**src/rtl/decr_timer_if.sv**
```systemverilog
// Load handshake, control and status bundle for decr_timer.
interface decr_timer_if #(
  parameter int WIDTH = 3
);
  logic             load_valid;
  logic [WIDTH-1:0] load_value;
  logic             load_ready;
  logic             en;
  logic             abort;
  logic [WIDTH-1:0] count;
  logic             busy;
  logic             done;

  modport master (
    output load_valid, load_value, en, abort,
    input  load_ready, count, busy, done
  );

  modport slave (
    input  load_valid, load_value, en, abort,
    output load_ready, count, busy, done
  );
endinterface

```
**src/rtl/decr_timer.sv**
```systemverilog
// Loadable countdown timer with ripple-borrow decrement and done pulse.
// Optional AUTO_RELOAD_EN: periodic reload of the last loaded value.
module decr_timer #(
  parameter int WIDTH = 3
) (
  input logic        clk,
  input logic        rst,
  decr_timer_if.slave bus
);
  typedef enum logic [1:0] {
    IDLE,
    RUN,
    DONE
  } state_t;

  state_t           state;
  logic [WIDTH-1:0] count_q;

  // Bit i flips when every lower bit is zero (borrow ripples up).
  function automatic logic [WIDTH-1:0] decr(
    input logic [WIDTH-1:0] a
  );
    logic [WIDTH-1:0] r;
    logic             z;
    z = 1'b1;
    for (int i = 0; i < WIDTH; i++) begin
      r[i] = a[i] ^ z;
      z    = z & ~a[i];
    end
    return r;
  endfunction

  logic take;
  assign take = bus.load_valid & bus.load_ready;

  assign bus.load_ready = (state != RUN) & ~bus.abort;
  assign bus.count      = count_q;
  assign bus.busy       = (state == RUN);

`ifdef AUTO_RELOAD_EN
  logic [WIDTH-1:0] reload;
  logic             done_q;
  assign bus.done = done_q;
`else
  assign bus.done = (state == DONE);
`endif

  always_ff @(posedge clk or posedge rst) begin
    if (rst) begin
      state   <= IDLE;
      count_q <= '0;
`ifdef AUTO_RELOAD_EN
      reload  <= '0;
      done_q  <= 1'b0;
`endif
    end else begin
`ifdef AUTO_RELOAD_EN
      done_q <= 1'b0;
`endif
      if (bus.abort) begin
        state   <= IDLE;
        count_q <= '0;
      end else begin
        unique case (state)
          IDLE, DONE: begin
            if (take) begin
              count_q <= bus.load_value;
`ifdef AUTO_RELOAD_EN
              reload  <= bus.load_value;
`endif
              if (bus.load_value != '0) begin
                state <= RUN;
              end else begin
                state <= DONE;
`ifdef AUTO_RELOAD_EN
                done_q <= 1'b1;
`endif
              end
            end else begin
              count_q <= '0;
              state   <= IDLE;
            end
          end
          RUN: begin
            if (bus.en) begin
              if (count_q == WIDTH'(1)) begin
`ifdef AUTO_RELOAD_EN
                count_q <= reload;
                done_q  <= 1'b1;
`else
                count_q <= '0;
                state   <= DONE;
`endif
              end else begin
                count_q <= decr(count_q);
              end
            end
          end
          default: begin
            state   <= IDLE;
            count_q <= '0;
          end
        endcase
      end
    end
  end
endmodule

```
**src/flat_wrapper.sv**
```systemverilog
// flat-port wrapper written by rule: the top's interface ports become plain ports
module decr_timer_flat 
#(
  parameter int WIDTH = 3
)
  (clk, rst, bus_load_valid, bus_load_value, bus_en, bus_abort, bus_load_ready, bus_count, bus_busy, bus_done);
  decr_timer_if #(.WIDTH(WIDTH)) bus_i ();
  input logic clk;
  input logic rst;
  input wire logic [$bits(bus_i.load_valid)-1:0] bus_load_valid;
  input wire logic [$bits(bus_i.load_value)-1:0] bus_load_value;
  input wire logic [$bits(bus_i.en)-1:0] bus_en;
  input wire logic [$bits(bus_i.abort)-1:0] bus_abort;
  output wire logic [$bits(bus_i.load_ready)-1:0] bus_load_ready;
  output wire logic [$bits(bus_i.count)-1:0] bus_count;
  output wire logic [$bits(bus_i.busy)-1:0] bus_busy;
  output wire logic [$bits(bus_i.done)-1:0] bus_done;
  assign bus_i.load_valid = bus_load_valid;
  assign bus_i.load_value = bus_load_value;
  assign bus_i.en = bus_en;
  assign bus_i.abort = bus_abort;
  assign bus_load_ready = bus_i.load_ready;
  assign bus_count = bus_i.count;
  assign bus_busy = bus_i.busy;
  assign bus_done = bus_i.done;
  decr_timer #(.WIDTH(WIDTH)) u_core (.clk(clk), .rst(rst), .bus(bus_i));
endmodule
```
**config.mk**
```make
export PLATFORM = sky130hd
export DESIGN_NAME = decr_timer_flat
export DESIGN_NICKNAME = d
export VERILOG_FILES = /design/src/rtl/decr_timer_if.sv /design/src/rtl/decr_timer.sv /design/src/flat_wrapper.sv
export SDC_FILE = /design/constraint.sdc
export NUM_CORES = 1
export LEC_CHECK = 0
export CORE_AREA = 8 8 45 47
export CTS_BUF_LIST = sky130_fd_sc_hd__clkbuf_8
export CTS_CLUSTER_DIAMETER = 40
export DETAILED_ROUTE_END_ITERATION = 8
export DIE_AREA = 0 0 53 55
export PLACE_DENSITY = 0.62
export SYNTH_ARGS = -nofsm -noshare
export SYNTH_HDL_FRONTEND = slang
export SYNTH_SLANG_ARGS = --single-unit
```
**constraint.sdc**
```tcl
create_clock -name clk -period 3.9 [get_ports clk]
set_input_delay 0.39 -clock clk [delete_from_list [all_inputs] [get_ports clk]]
set_output_delay 0.39 -clock clk [all_outputs]
set_load 0.01 [all_outputs]
```
# After elaboration in Yosys (flattened, before gate mapping)
# Cells that the tools add are included.
[classes] n_eq_ne=6 n_mux=11 bitwise=8 reduce_logical=4
[ops] operator="$mux 3" n=4
[ops] operator="$mux 2" n=5
[ops] operator="$pmux 3 s2" n=1
[ops] operator="$pmux 2 s2" n=1
[ops] operator="$and 1x1->1" n=3
[ops] operator="$eq 3x1->1 const B" n=1
[ops] operator="$ne 3x2->1 const B" n=1
[ops] operator="$ne 3x3->1 const B" n=1
[ops] operator="$not 1->1" n=3
[ops] operator="$reduce_bool 3->1" n=1
[ops] operator="$eq 2x1->1 const B" n=1
[ops] operator="$eq 2x2->1 const B" n=1
[ops] operator="$logic_not 2->1" n=1
[ops] operator="$ne 2x1->1 const B" n=1
[ops] operator="$reduce_and 2->1" n=1
[ops] operator="$reduce_or 2->1" n=1
[ops] operator="$xor 1x1->1" n=2
[word_totals] reg_bits=5 in_bits=8 output_inout_bits=6 word_cells=31

# Depth between registers and ports, before layout
[depth] word_depth=7 mapped_depth=5 ltp_nobuf=5

# Worst setup path after synthesis
# No wires, ideal clock.
[synth_timing] path_kind="register to register" start="reg u_core.count_q[0] (netlist: u_core.bus.count[0])" end="reg u_core.state[1]" setup_time_ns=0.122 t_arrival_ns=1.179 required_ns=3.778 slack_ns=2.599 stages_incl_launch_ff=5 path_buffers=0 synth_period_minus_slack_ns=1.301 cell_sequence="dfrtp_1 > ha_1 > nor2b_1 > and2_1 > a32o_1"
[synth_via] elab_chain_cells=3
[synth_lines] item="from (decl)" line="decr_timer.sv:17" source="logic [WIDTH-1:0] count_q;"
[synth_lines] item="from (signal assigned)" line="decr_timer.sv:67" source="count_q <= bus.load_value;"
[synth_lines] item="from (signal assigned)" line="decr_timer.sv:95" source="count_q <= decr(count_q);"
[synth_lines] item="$eq 3x1->1" line="decr_timer.sv:86" source="if (count_q == WIDTH'(1)) begin"
[synth_lines] item="$ne 3x2->1 (no line)"
[synth_lines] item="$reduce_and 2->1 (no line)"
[synth_lines] item="to (signal assigned)" line="decr_timer.sv:81" source="state <= IDLE;"
[synth_lines] item="to (signal assigned)" line="decr_timer.sv:92" source="state <= DONE;"
[synth_lines] item="to (signal assigned)" line="decr_timer.sv:100" source="state <= IDLE;"
[synth_lines] item="to (decl)" line="decr_timer.sv:16" source="state_t state;"
# No other way between the ends.
# A chain may end at the register's enable or synchronous reset.

# Worst setup path in the final report
[layout_timing] start="reg u_core.state[1]" end="out bus_busy"
[layout_via] elab_chain_cells=1
[layout_lines] item="from (signal assigned)" line="decr_timer.sv:50" source="state <= IDLE;"
[layout_lines] item="from (signal assigned)" line="decr_timer.sv:61" source="state <= IDLE;"
[layout_lines] item="from (signal assigned)" line="decr_timer.sv:72" source="state <= RUN;"
[layout_lines] item="$eq 2x1->1" line="decr_timer.sv:38" source="assign bus.busy = (state == RUN);"
[layout_lines] item="to (decl)" line="flat_wrapper.sv:16" source="output wire logic [$bits(bus_i.busy)-1:0] bus_busy;"
# No other way between the ends.

==> metrics <==
status finished clean; Yosys top cell area share 34.25%; Cell Area, Synth 365.4 sq um; final setup fails 0; largest net degree at the start of global routing 8; WL met3 48 um; post-synth top area cell dfrtp_1; Skew-Pair Late Insertion Delay approximately 0.22 ns; Num CTS Buffers 3; H-tree Lvls 1; Mapped Cells 38; hpwl dp 750.7 um; vias per cell around 4.6; Die X 53 um; CP Launch Type flip-flop; Static Leak 0.0002296 uW; Avg Inst Size Synth a little under 10 sq um; Tcrit/Tclk final 53.55%; final hold slack 0.3659 ns; Residual DRC 0; CTS tree built; Final Net Count 65; Post-CTS Resized 0; hold_buf cts 0; Unique masters post-synth 21; total number of vias 320; DR WL met2 482 um; Reg2Reg Depth 4; Design Area, Final 549.3 sq um; CTS max path bufs 2; Clock Sinks 5; share of cells above drive strength 1 about 11%; crit-path cells nor2b_1 > clkdlybuf4s50_1; initial core utilization around a quarter; mux contribution to synthesized area 0%; drt initial violations 7; PwrDens 380.3 mW/mm^2; maximum VDD drop 0.1933 mV; Fin. Hold Viols 0; fin. max-slew vios 0; yosys warns 0; CP Data Required Time 3.51 ns; first-pass GRT wire length about 1600 um; full die area 0.002915 sq mm; max cap viols 0; Core ar. 0.001384 sq mm; Synth area leaders dfrtp_1 (34%), a32o_1 (8.2%), ha_1 (6.8%), nor4b_4 (6.5%), inv_1 (5.1%); final weighted congestion of routability-driven global placement 0.6891; worst reg2reg path startpoint u_core.bus.count[0]; largest family of logic cells by synthesized area simple AND/OR/NAND/NOR gates; WL met1 380 um; Rel. slew slack 65.90%; CTS root buf clkbuf_8; hold crit path type in2async; total length of routed wires just over 900 um; reg-to-reg slack, setup 2.56 ns; Slew @ Worst Pin 0.5104 ns; area delta synth->final 50.34%; final setup TNS 0 ns; flop and latch count out of synthesis 5; Slowest cell on crit path clkdlybuf4s50_1; data arrival time of the critical path approximately 1.7 ns; Fin Clk Skew 0.002411 ns; io pins 14; Die Ht 55 um; diodes inserted 0; Adder-Cell Fraction of Synth Area 6.849%; Routed Antenna Nets 0; Setup CP Type reg2out; RSZ-0062 raised after global routing false; initial antenna violation count 0; filler cell count around 160; xor/xnor share of the synthesized area 0%; syn_nets 48; Reg clk slew, reported paths 0.03 ns; post-synthesis compound-gate area fraction 19.86%; number of global-route vias before repair 354; DR top layer met3; Total GRT Usage roughly 7.4%; Wirelength per Cell about 13 um; post-place instance area 504.2 sq um; Buffers on Ports 13; simple-gate share of the synthesized area 30.82%; Post CTS Setup Buffer Count 0; f_max 478.9 MHz; drt first pass iters 4; GR Overflow Total 0; Worst R2R End u_core.state[1]; worst-path fanout max 7; Core Util, Final between 30% and 40%; register area share after synthesis between 30% and 40%; Setup crit end kind primary output; Cell Rows 14; Tmin final 2.088 ns; slowest stage delay, CP 0.64 ns
report_power, final:
group          internal (uW)  switching (uW)  leakage, uW  total [uW]
clock                   67.3            23.1    0.0000269        90.3
combinational           31.7            24.2     0.000136        55.9
sequential              57.0            5.57    0.0000669        62.6
total                    156            52.9     0.000230         209
cell families after synthesis:
logic type / count (synthesis)
and+or+nand+nor: 15
DFF: 5
adders and majority gates: 2
buffers and inverters: 6
AOI/OAI and AO/OA: 10
critical path, delay by kind of cell, from the launching register on:
family                 cells  cell delay [ns]
DFF                        1             0.41
buffers and inverters      1             0.64
and+or+nand+nor            1             0.43
cells in the final DEF (no fill, tap or decap), drive strengths merged:
cell	n
clkdlybuf4s50	13
inv	6
nor4b	1
nand2b	3
ha	2
nor3b	2
and2	1
o22ai	1
nor2	2
nor2b	3
a32o	3
nor3	1
nand2	1
a21boi	1
clkbuf	3
dfrtp	5
and2b	1
o21ai	2
a21oi	2
a22o	1
state kept, by name, indices dropped and copies added, names as in the netlist:
register and cells:
u_core.state 2, u_core.bus.count 3
synth_stat cells, drive strengths merged:
cell    n
ha      2
and2    1
nor2b   3
a32o    3
a21boi  1
inv     5
a21oi   2
nor2    2
nand2   1
nand2b  3
a22o    1
dfrtp   5
nor3    1
o22ai   1
and2b   1
nor4b   1
o21ai   2
nor3b   2
buf     1
per-stage QoR:
stage          total power [uW]  setup WS, ns  cells
2_1_floorplan             94.47         2.599     38
3_3_place_gp              119.3         1.873     66
3_5_place_dp              119.8         1.861     66
4_1_cts                   212.1         1.781     70
5_1_grt                   225.5         1.709     70
6_report                  208.9         1.812     70
worst max-delay path by stage:
stage | start | to | slack, ns | cells after the start
floorplan | u_core.bus.count[0] | u_core.state[1] | 2.60 | 4
CTS | u_core.state[1] | bus_busy | 1.78 | 2
finish | u_core.state[1] | bus_busy | 1.81 | 2
global placement | bus_abort | bus_load_ready | 1.87 | 3
detailed placement | bus_abort | bus_load_ready | 1.86 | 3
global route | u_core.state[0] | bus_busy | 1.71 | 2
layer usage:
| layer | up-vias | track usage [%] |
|---|---|---|
| met5 | - | 0 |
| met4 | 0 | 5.172 |
| met3 | 0 | 2.941 |
| met2 | 4 | 12.50 |
| met1 | 152 | 7.339 |
| li1 | 164 | - |
final cells by class:
class / instances / area (sq um) / share of cell area, %
well taps: 16 / 20.02 / 3.645
inverters: 5 / 18.77 / 3.417
multi-input cells: 27 / 210.2 / 38.27
flip-flops and latches: 5 / 125.1 / 22.78
clock buffers: 3 / 41.29 / 7.517
repair buffers: 13 / 130.1 / 23.69
clock inverters: 1 / 3.754 / 0.6834
(Power assumes the default switching activity.)
